[src/rtl/ray_dir_gen_pkg.sv]
// Fixed-point 3-vector types and helpers shared by the ray generator, plus its FSM state.
// Fixed values are signed 32-bit with FIXED_FRAC_WIDTH fractional bits; Dim[0] is x.
package ray_dir_gen_pkg;

  localparam int FIXED_FRAC_WIDTH = 16;

  typedef struct packed {
    logic signed [31:0] Value;
  } Fixed;

  typedef struct packed {
    Fixed [2:0] Dim;
  } Fixed3;

  typedef enum logic [2:0] {
    IDLE    = 3'd0,
    ISSUE   = 3'd1,
    WAIT    = 3'd2,
    ADVANCE = 3'd3,
    DONE    = 3'd4
  } ray_state_e;

  function automatic Fixed _Fixed(input logic signed [31:0] whole);
    Fixed f;
    f.Value = whole <<< FIXED_FRAC_WIDTH;
    return f;
  endfunction

  function automatic Fixed3 _Fixed3(input Fixed x, input Fixed y, input Fixed z);
    Fixed3 v;
    v.Dim[0] = x;
    v.Dim[1] = y;
    v.Dim[2] = z;
    return v;
  endfunction

  function automatic Fixed3 fixed3_half(input Fixed3 a);
    Fixed3 h;
    for (int i = 0; i < 3; i++) begin
      h.Dim[i].Value = $signed(a.Dim[i].Value) >>> 1;
    end
    return h;
  endfunction

endpackage

[src/rtl/ray_dir_gen_fixed3_add.sv]
// Combinational per-Dim Fixed3 adder; two's complement, wraps modulo 2^32.
module Fixed3_Add
  import ray_dir_gen_pkg::*;
(
  input  Fixed3 a,
  input  Fixed3 b,
  output Fixed3 sum
);

  // Independent 32-bit add per dimension, no saturation.
  always_comb begin
    sum = '0;
    for (int i = 0; i < 3; i++) begin
      sum.Dim[i].Value = a.Dim[i].Value + b.Dim[i].Value;
    end
  end

endmodule

[src/rtl/ray_dir_gen.sv]
// Walks a SCREEN_W x SCREEN_H frame issuing one unnormalized ray direction per pixel.
// Optional RAYGEN_PIXEL_CENTER_EN offsets the origin by half a step in x and y.
module ray_dir_gen
  import ray_dir_gen_pkg::*;
#(
  parameter int SCREEN_W = 160,
  parameter int SCREEN_H = 120,
  localparam int PXW = (SCREEN_W > 1) ? $clog2(SCREEN_W) : 1,
  localparam int PYW = (SCREEN_H > 1) ? $clog2(SCREEN_H) : 1
) (
  input  logic           clk,
  input  logic           reset,
  input  logic           start,
  input  Fixed3          top_left,
  input  Fixed3          step_x,
  input  Fixed3          step_y,
  output logic           strobe,
  output Fixed3          dir,
  output logic [PXW-1:0] px,
  output logic [PYW-1:0] py,
  input  logic           norm_valid,
  output logic           busy,
  output logic           done
);

  localparam logic [PXW-1:0] PX_LAST = PXW'(SCREEN_W - 1);
  localparam logic [PYW-1:0] PY_LAST = PYW'(SCREEN_H - 1);

  ray_state_e     state_r;
  ray_state_e     next_state_s;
  Fixed3          step_x_r;
  Fixed3          step_y_r;
  Fixed3          row_base_r;
  Fixed3          dir_r;
  Fixed3          add_a_s;
  Fixed3          add_b_s;
  Fixed3          add_sum_s;
  Fixed3          origin_s;
  logic [PXW-1:0] px_r;
  logic [PYW-1:0] py_r;
  logic           strobe_r;
  logic           busy_r;
  logic           done_r;
  logic           px_last_s;
  logic           py_last_s;

  assign px_last_s = (px_r == PX_LAST);
  assign py_last_s = (py_r == PY_LAST);

`ifdef RAYGEN_PIXEL_CENTER_EN
  Fixed3 half_x_s;
  Fixed3 half_y_s;
  Fixed3 center_x_s;

  assign half_x_s = fixed3_half(step_x);
  assign half_y_s = fixed3_half(step_y);

  Fixed3_Add u_center_x (.a(top_left),   .b(half_x_s), .sum(center_x_s));
  Fixed3_Add u_center_y (.a(center_x_s), .b(half_y_s), .sum(origin_s));
`else
  assign origin_s = top_left;
`endif

  // Column steps advance dir; a row wrap advances the row base, which becomes the new dir.
  always_comb begin
    add_a_s = dir_r;
    add_b_s = step_x_r;
    if (px_last_s) begin
      add_a_s = row_base_r;
      add_b_s = step_y_r;
    end else begin
      add_a_s = dir_r;
      add_b_s = step_x_r;
    end
  end

  Fixed3_Add u_step (.a(add_a_s), .b(add_b_s), .sum(add_sum_s));

  // Next-state logic; norm_valid only matters while a request is outstanding.
  always_comb begin
    next_state_s = state_r;
    case (state_r)
      IDLE: begin
        if (start) next_state_s = ISSUE;
        else       next_state_s = IDLE;
      end
      ISSUE:   next_state_s = WAIT;
      WAIT: begin
        if (norm_valid) begin
          if (px_last_s && py_last_s) next_state_s = DONE;
          else                        next_state_s = ADVANCE;
        end else begin
          next_state_s = WAIT;
        end
      end
      ADVANCE: next_state_s = ISSUE;
      DONE:    next_state_s = IDLE;
      default: next_state_s = IDLE;
    endcase
  end

  // State, registered outputs and the pixel walk; done trails the DONE state by one cycle.
  always_ff @(posedge clk) begin
    if (reset) begin
      state_r    <= IDLE;
      strobe_r   <= 1'b0;
      busy_r     <= 1'b0;
      done_r     <= 1'b0;
      px_r       <= '0;
      py_r       <= '0;
      dir_r      <= '0;
      row_base_r <= '0;
      step_x_r   <= '0;
      step_y_r   <= '0;
    end else begin
      state_r  <= next_state_s;
      strobe_r <= (next_state_s == ISSUE);
      busy_r   <= (next_state_s != IDLE);
      done_r   <= (state_r == DONE);
      if ((state_r == IDLE) && start) begin
        step_x_r   <= step_x;
        step_y_r   <= step_y;
        dir_r      <= origin_s;
        row_base_r <= origin_s;
        px_r       <= '0;
        py_r       <= '0;
      end else if (state_r == ADVANCE) begin
        dir_r <= add_sum_s;
        if (px_last_s) begin
          px_r       <= '0;
          py_r       <= py_r + PYW'(1);
          row_base_r <= add_sum_s;
        end else begin
          px_r <= px_r + PXW'(1);
        end
      end else begin
        dir_r <= dir_r;
      end
    end
  end

  assign strobe = strobe_r;
  assign busy   = busy_r;
  assign done   = done_r;
  assign dir    = dir_r;
  assign px     = px_r;
  assign py     = py_r;

endmodule

[config.mk]
export PLATFORM = sky130hd
export DESIGN_NAME = ray_dir_gen
export DESIGN_NICKNAME = d
export VERILOG_FILES = /design/src/rtl/ray_dir_gen_pkg.sv /design/src/rtl/ray_dir_gen_fixed3_add.sv /design/src/rtl/ray_dir_gen.sv
export SDC_FILE = /design/constraint.sdc
export NUM_CORES = 1
export LEC_CHECK = 0
export ABC_AREA = 1
export BUFFER_PORTS_ARGS = -buffer_cell sky130_fd_sc_hd__buf_2
export CELL_PAD_IN_SITES_DETAIL_PLACEMENT = 0
export CELL_PAD_IN_SITES_GLOBAL_PLACEMENT = 1
export CORE_UTILIZATION = 36
export CTS_CLUSTER_DIAMETER = 60
export DETAILED_ROUTE_END_ITERATION = 8
export GPL_ROUTABILITY_DRIVEN = 0
export PLACE_DENSITY_LB_ADDON = 0.1
export RECOVER_POWER = 100
export SETUP_SLACK_MARGIN = 0.1
export SYNTH_ARGS = -nofsm -noshare
export SYNTH_HDL_FRONTEND = slang
export SYNTH_SLANG_ARGS = --single-unit
[constraint.sdc]
create_clock -name clk -period 3.34 [get_ports clk]
set_clock_uncertainty 0.05 [all_clocks]
set_input_delay 0.835 -clock clk [delete_from_list [all_inputs] [get_ports clk]]
set_output_delay 0.835 -clock clk [all_outputs]
set_load 0.05 [all_outputs]
; ---- Yosys cells after proc, flatten, opt, wreduce, memory -nomap -nowiden
; Index checks and enable logic that the tools add are counted.
[op_classes]
n_addsub = 5
eq_ne = 7
muxes = 12
n_reduce_logical = 9
[ops]
columns = operator, n
row1 = $mux 96, 7
row2 = $add 32x32->32, 3
row3 = $pmux 3 s4, 1
row4 = $add 8x1->8 const B, 1
row5 = $eq 8x8->1 const B, 1
row6 = $mux 8, 1
row7 = $add 7x1->7 const B, 1
row8 = $eq 7x7->1 const B, 1
row9 = $eq 3x1->1 const B, 2
row10 = $eq 3x2->1 const B, 2
row11 = $mux 3, 2
row12 = $reduce_and 2->1, 2
row13 = $reduce_bool 2->1, 2
row14 = $eq 3x3->1 const B, 1
row15 = $logic_not 3->1, 1
row16 = $reduce_bool 3->1, 1
row17 = $logic_and 1x1->1, 2
row18 = $reduce_or 2->1, 1
row19 = $mux 1, 1
[totals]
regBits = 405
in_bits = 292
output_inout_bits = 114
word_cells = 51

; ---- Logic depth before layout (Yosys ltp)
[logic_depth]
word_depth = 6
depth_mapped = 23
mapped_depth_nobuf = 21

; ---- By module
; A second synthesis with hierarchy kept.
[hier_totals]
hier_cells = 4117
hier_area_um2 = 24888.9
[by_module_without_submodules]
columns = module, instances, cells_each, area_each_um2
row1 = ray_dir_gen, 1, 2644, 17895.9
row2 = Fixed3_Add, 1, 1473, 6993.0

; ---- Worst setup path after synthesis
; OpenSTA, ideal clock, no wires.
[synth_path]
path_type = register to register
from = register px_r[0], in the netlist px[0]
to = register dir_r, in the netlist dir[78]
arrival_ns = 3.539
path_slack_ns = -0.360
stages_incl_launch_ff = 21
n_path_buf = 3
synth_period_minus_slack_ns = 3.700
cell_sequence = dfxtp_1 -> ha_1 -> nand2_1 -> nor2_1 -> nand2_1 -> buf_2 -> buf_2 -> buf_1 -> nand2_1 -> nand2_1 -> ha_1 -> fa_1 -> nand2_1 -> nand3_1 -> nand2_1 -> nand2_1 -> or2_2 -> nand3_1 -> nand3_1 -> nand3_1 -> inv_1
[synth_via]
elab_chain_len = 5
[synth_lines]
columns = item, line_no
row1 = start: declaration, ray_dir_gen.sv:39  ; logic [PXW-1:0] px_r;
row2 = start signal: assignment, ray_dir_gen.sv:134  ; px_r <= px_r + PXW'(1);
row3 = $eq 8x8->1 (*), ray_dir_gen.sv:47  ; assign px_last_s = (px_r == PX_LAST);
row4 = $mux 96, ray_dir_gen.sv:68  ; if (px_last_s) begin
row5 = $add 32x32->32 (*), ray_dir_gen_fixed3_add.sv:14  ; sum.Dim[i].Value = a.Dim[i].Value + b.Dim[i].Value;
row6 = $mux 96 (*), ray_dir_gen.sv:127  ; end else if (state_r == ADVANCE) begin
row7 = $mux 96 (*), ray_dir_gen.sv:120  ; if ((state_r == IDLE) && start) begin
row8 = end signal: assignment, ray_dir_gen.sv:123  ; dir_r <= origin_s;
row9 = end signal: assignment, ray_dir_gen.sv:128  ; dir_r <= add_sum_s;
row10 = end signal: assignment, ray_dir_gen.sv:137  ; dir_r <= dir_r;
row11 = end: declaration, ray_dir_gen.sv:34  ; Fixed3 dir_r;
; Every way passes the cells marked *; elsewhere a longest branch is shown, timed or not. The select of a mux whose other input is x is not followed.
; A chain may end at the register's enable or synchronous reset.

; ---- Worst setup path after layout
[layout_path]
from = register px_r[0], in the netlist px[0]
to = register dir_r, in the netlist dir[74]
; Same word-level chain as after synthesis.

==> impl_metrics.tcl <==
set metrics [dict create \
    wl_per_cell_um 16.4 \
    clk_path_buf_depth 3 \
    synth-seq-cells 405 \
    switching_share_pct 36.3 \
    yosysWarnings 0 \
    routed_wl_um 92900 \
    synth_edf_count 0 \
    critPathArrivalTime_ns 3.69 \
    gr-total-overflow 0 \
    post-route-period-util_pct 97.0 \
    crit_path_cell_trace "ha_4 > nand2_2 > nor2_4 > nand2_8 > buf_12 > nand2_1 > nand2_1 > ha_2 > fa_2 > buf_4 > nand3_1 > nand3b_1 > or2_2 > nand3_1 > nand2_1 > o21bai_1 > inv_1" \
    setup_viol 0 \
    maxCapViolations 0 \
    max_freq_ghz 0.309 \
    clk_pin_slew_ns 0.06 \
    worstSetupEndpointType "register" \
    row_count 96 \
    clock-sinks 405 \
    dpl-instance-area_um2 28900 \
    synth_ff_type "dfxtp_1" \
    final_cells 5660 \
    crit_start "px[0]" \
    ir_worst_vdd_mv 0.374 \
    syn_nets 4604 \
    drc_errors 0 \
    area_growth_pct 32.2 \
    dp_cells 5525 \
    hold-worst-slack_ns 0.399 \
    first_iter_violations 1870 \
    rsz0062_at_grt "yes" \
    dr.pass1.iters 7 \
    min-delay-path-class "register to register" \
    die_y_um 266 \
    cp_slowest_cell "fa_2" \
    drive_gt1_share_pct 23.5 \
    core_area_um2 68700 \
    port-buffer-count 405 \
    dieWidth_um 266 \
    p_int_w 0.0110 \
    leakage_nw 17.5 \
    vias 26849 \
    slew_headroom_pct 54.0 \
    antenna_found_initial 7 \
    nets 5076 \
    worst_slew_pin_slew_ns 0.689 \
    required_ns 3.79 \
    synthCells 4214 \
    worstSkewPairLatency_ns 0.61 \
    dieArea_um2 70600 \
    min-delay-start "state_r[1]" \
    avgSynthCellArea_um2 5.94 \
    critPathMaxStageDelay_ns 0.40 \
    start_util_pct 36.4 \
    crit_family "simple AND/OR/NAND/NOR gates" \
    grt_start_max_net_pins 136 \
    clockRootBuffer "clkbuf_16" \
    io_pins 406 \
    fin_area_um2 33100 \
    grt_use_total_pct 25.0 \
    multiInputGateArea_um2 15900 \
    p_seq_share_pct 33.4 \
    drv_slew 0 \
    netlist_area_um2 25000 \
    p_comb_share_pct 32.8 \
    synth.distinct_cells 36 \
    seq_area_frac_synth_pct 32.4 \
    status "complete, no violations" \
    dp_hpwl_um 69300 \
    first_global_vias 24627 \
    h-tree-depth 2 \
    hold_violations 0 \
    cts_tree "done" \
    fill_cells 7496 \
    r2r_start "px[0]" \
    crit_buf_inv 3 \
    seq_area_um2 8120 \
    final.setup.worst_slack_ns 0.0987 \
    p_clk_share_pct 33.9 \
    grt_pass1_wl_um 139000 \
    cts_hold_buffers 0 \
    p_switching_w 0.00626 \
    synthArstFlopShare_pct 0 \
    crit_top_cell "nand2_1" \
    crit_type "register to register" \
    cp_max_fo 39 \
    period_minus_slack_ns 3.24 \
    start_kind "register" \
    pre_cts_ws_ns -0.201 \
    antenna_left 0 \
    numCtsBuffers 50 \
    power.density_nw_per_um2 520 \
    timing.setup.tns_ns 0 \
    viasPerCell 4.74 \
]
[synthesized netlist by cell type, types with 8 or more instances]
| master | instances | area [µm²] |
|---|---|---|
| a21oi_1 | 82 | 410 |
| a31oi_1 | 25 | 156 |
| buf_1 | 13 | 48.8 |
| buf_2 | 69 | 345 |
| buf_4 | 8 | 60.1 |
| clkbuf_1 | 89 | 334 |
| dfxtp_1 | 405 | 8110 |
| ha_1 | 95 | 1190 |
| inv_1 | 553 | 2080 |
| mux2i_1 | 9 | 90.1 |
| nand2_1 | 1471 | 5520 |
| nand3_1 | 276 | 1380 |
| nand3b_1 | 9 | 67.6 |
| nand4_1 | 9 | 56.3 |
| nor2_1 | 526 | 1970 |
| nor3_1 | 18 | 90.1 |
| o21ai_0 | 391 | 1960 |
| o21ai_1 | 26 | 130 |
| o21bai_1 | 37 | 278 |
| or2_2 | 58 | 363 |
| xnor2_1 | 12 | 105 |
[final cells by class]
cell class / instances / area share, %
clock inverter: 25 / 0.908
clock buffer: 67 / 4.47
tap: 931 / 3.52
antenna: 3 / 0.0227
timing repair buffer: 598 / 12.1
inverter: 559 / 6.45
multi-input combinational: 3072 / 48.0
sequential: 405 / 24.5
[final timing paths]
path / cells past startpoint / to / slack (ns)
max reg2reg: 17 / dir[74] / 0.1
min reg2reg: 1 / done / 0.40
max: 17 / dir[74] / 0.1
min: 1 / done / 0.40
[power by group through the flow]
stage	registers [W]	clock network [W]	logic (W)
3_3_place_gp	0.00585	0	0.00502
4_1_cts	0.00575	0.00596	0.00507
5_1_grt	0.00581	0.00615	0.00624
3_5_place_dp	0.00585	0	0.00503
6_report	0.00575	0.00583	0.00564
2_1_floorplan	0.00633	0	0.00284
[worst reg2reg max path, stage by stage, from the launching register on]
cell and delay [ns]:
dfxtp_4 0.36, ha_4 0.13, nand2_2 0.06, nor2_4 0.19, nand2_8 0.15, buf_12 0.22
nand2_1 0.10, nand2_1 0.08, ha_2 0.24, fa_2 0.41, buf_4 0.16, nand3_1 0.08
nand3b_1 0.22, or2_2 0.34, nand3_1 0.08, nand2_1 0.08, o21bai_1 0.12, inv_1 0.06
[layer usage]
metal	GRT usage [%]	wire, µm
met5	0	8
met4	5.96	1880
met1	35.8	45400
met2	39.8	41200
met3	3.04	4410
[registers in the layout, indices dropped and copies added (netlist names)]
signal and cells:
strobe 1, py 7, busy 1, px 8, state_r 3, step_y_r 96
dir 96, done 1, step_x_r 96, row_base_r 96
[cells in the final DEF (no fill, tap or decap), types with 7 or more instances in the layout]
cell,instances
buf_4,154
ha_1,20
nand4_1,9
clkbuf_8,12
buf_12,21
a31oi_1,25
a21oi_2,31
clkbuf_16,60
nor3_2,8
inv_2,7
ha_2,15
o21ai_1,55
o21ai_2,10
inv_1,547
nand2_1,1339
nand3b_1,9
nand2_4,20
xnor2_1,9
a21oi_1,50
buf_2,405
nand2_2,113
nor2_4,7
nor3_1,11
or2_2,57
nor2_1,484
ha_4,60
o21bai_1,34
nand3_2,23
nand3_4,8
nand3_1,246
mux2i_1,9
clkinv_2,11
nor2_2,39
dfxtp_1,399
o21ai_0,352
[kinds of logic after synthesis]
kind of cell,Yosys count,synth area share (%)
AO/OA/AOI/OAI,570,12.0
buffers and inverters,738,11.5
multiplexers,9,0.360
AND/OR/NAND/NOR,2378,38.2
XOR/XNOR,16,0.560
flip-flops,405,32.4
adder cells (fa/ha/maj),98,4.99
[timing repair]
| item | in CTS | in global routing |
|---|---|---|
| gates cloned | 0 | 9 |
| setup endpoints to repair | 105 | 146 |
| pin swaps | 1 | 59 |
| gates resized for setup | 28 | 421 |
| buffers inserted | 3 | 28 |
[stage by stage]
| stage | total power [W] | utilization, % |
|---|---|---|
| floorplan | 0.00917 | - |
| global placement | 0.0109 | 42.1 |
| detailed placement | 0.0109 | 42.1 |
| CTS | 0.0168 | 44.8 |
| global route | 0.0182 | 48.1 |
| finish | 0.0172 | 48.1 |
No activity file was read; power rests on OpenSTA's default activity.
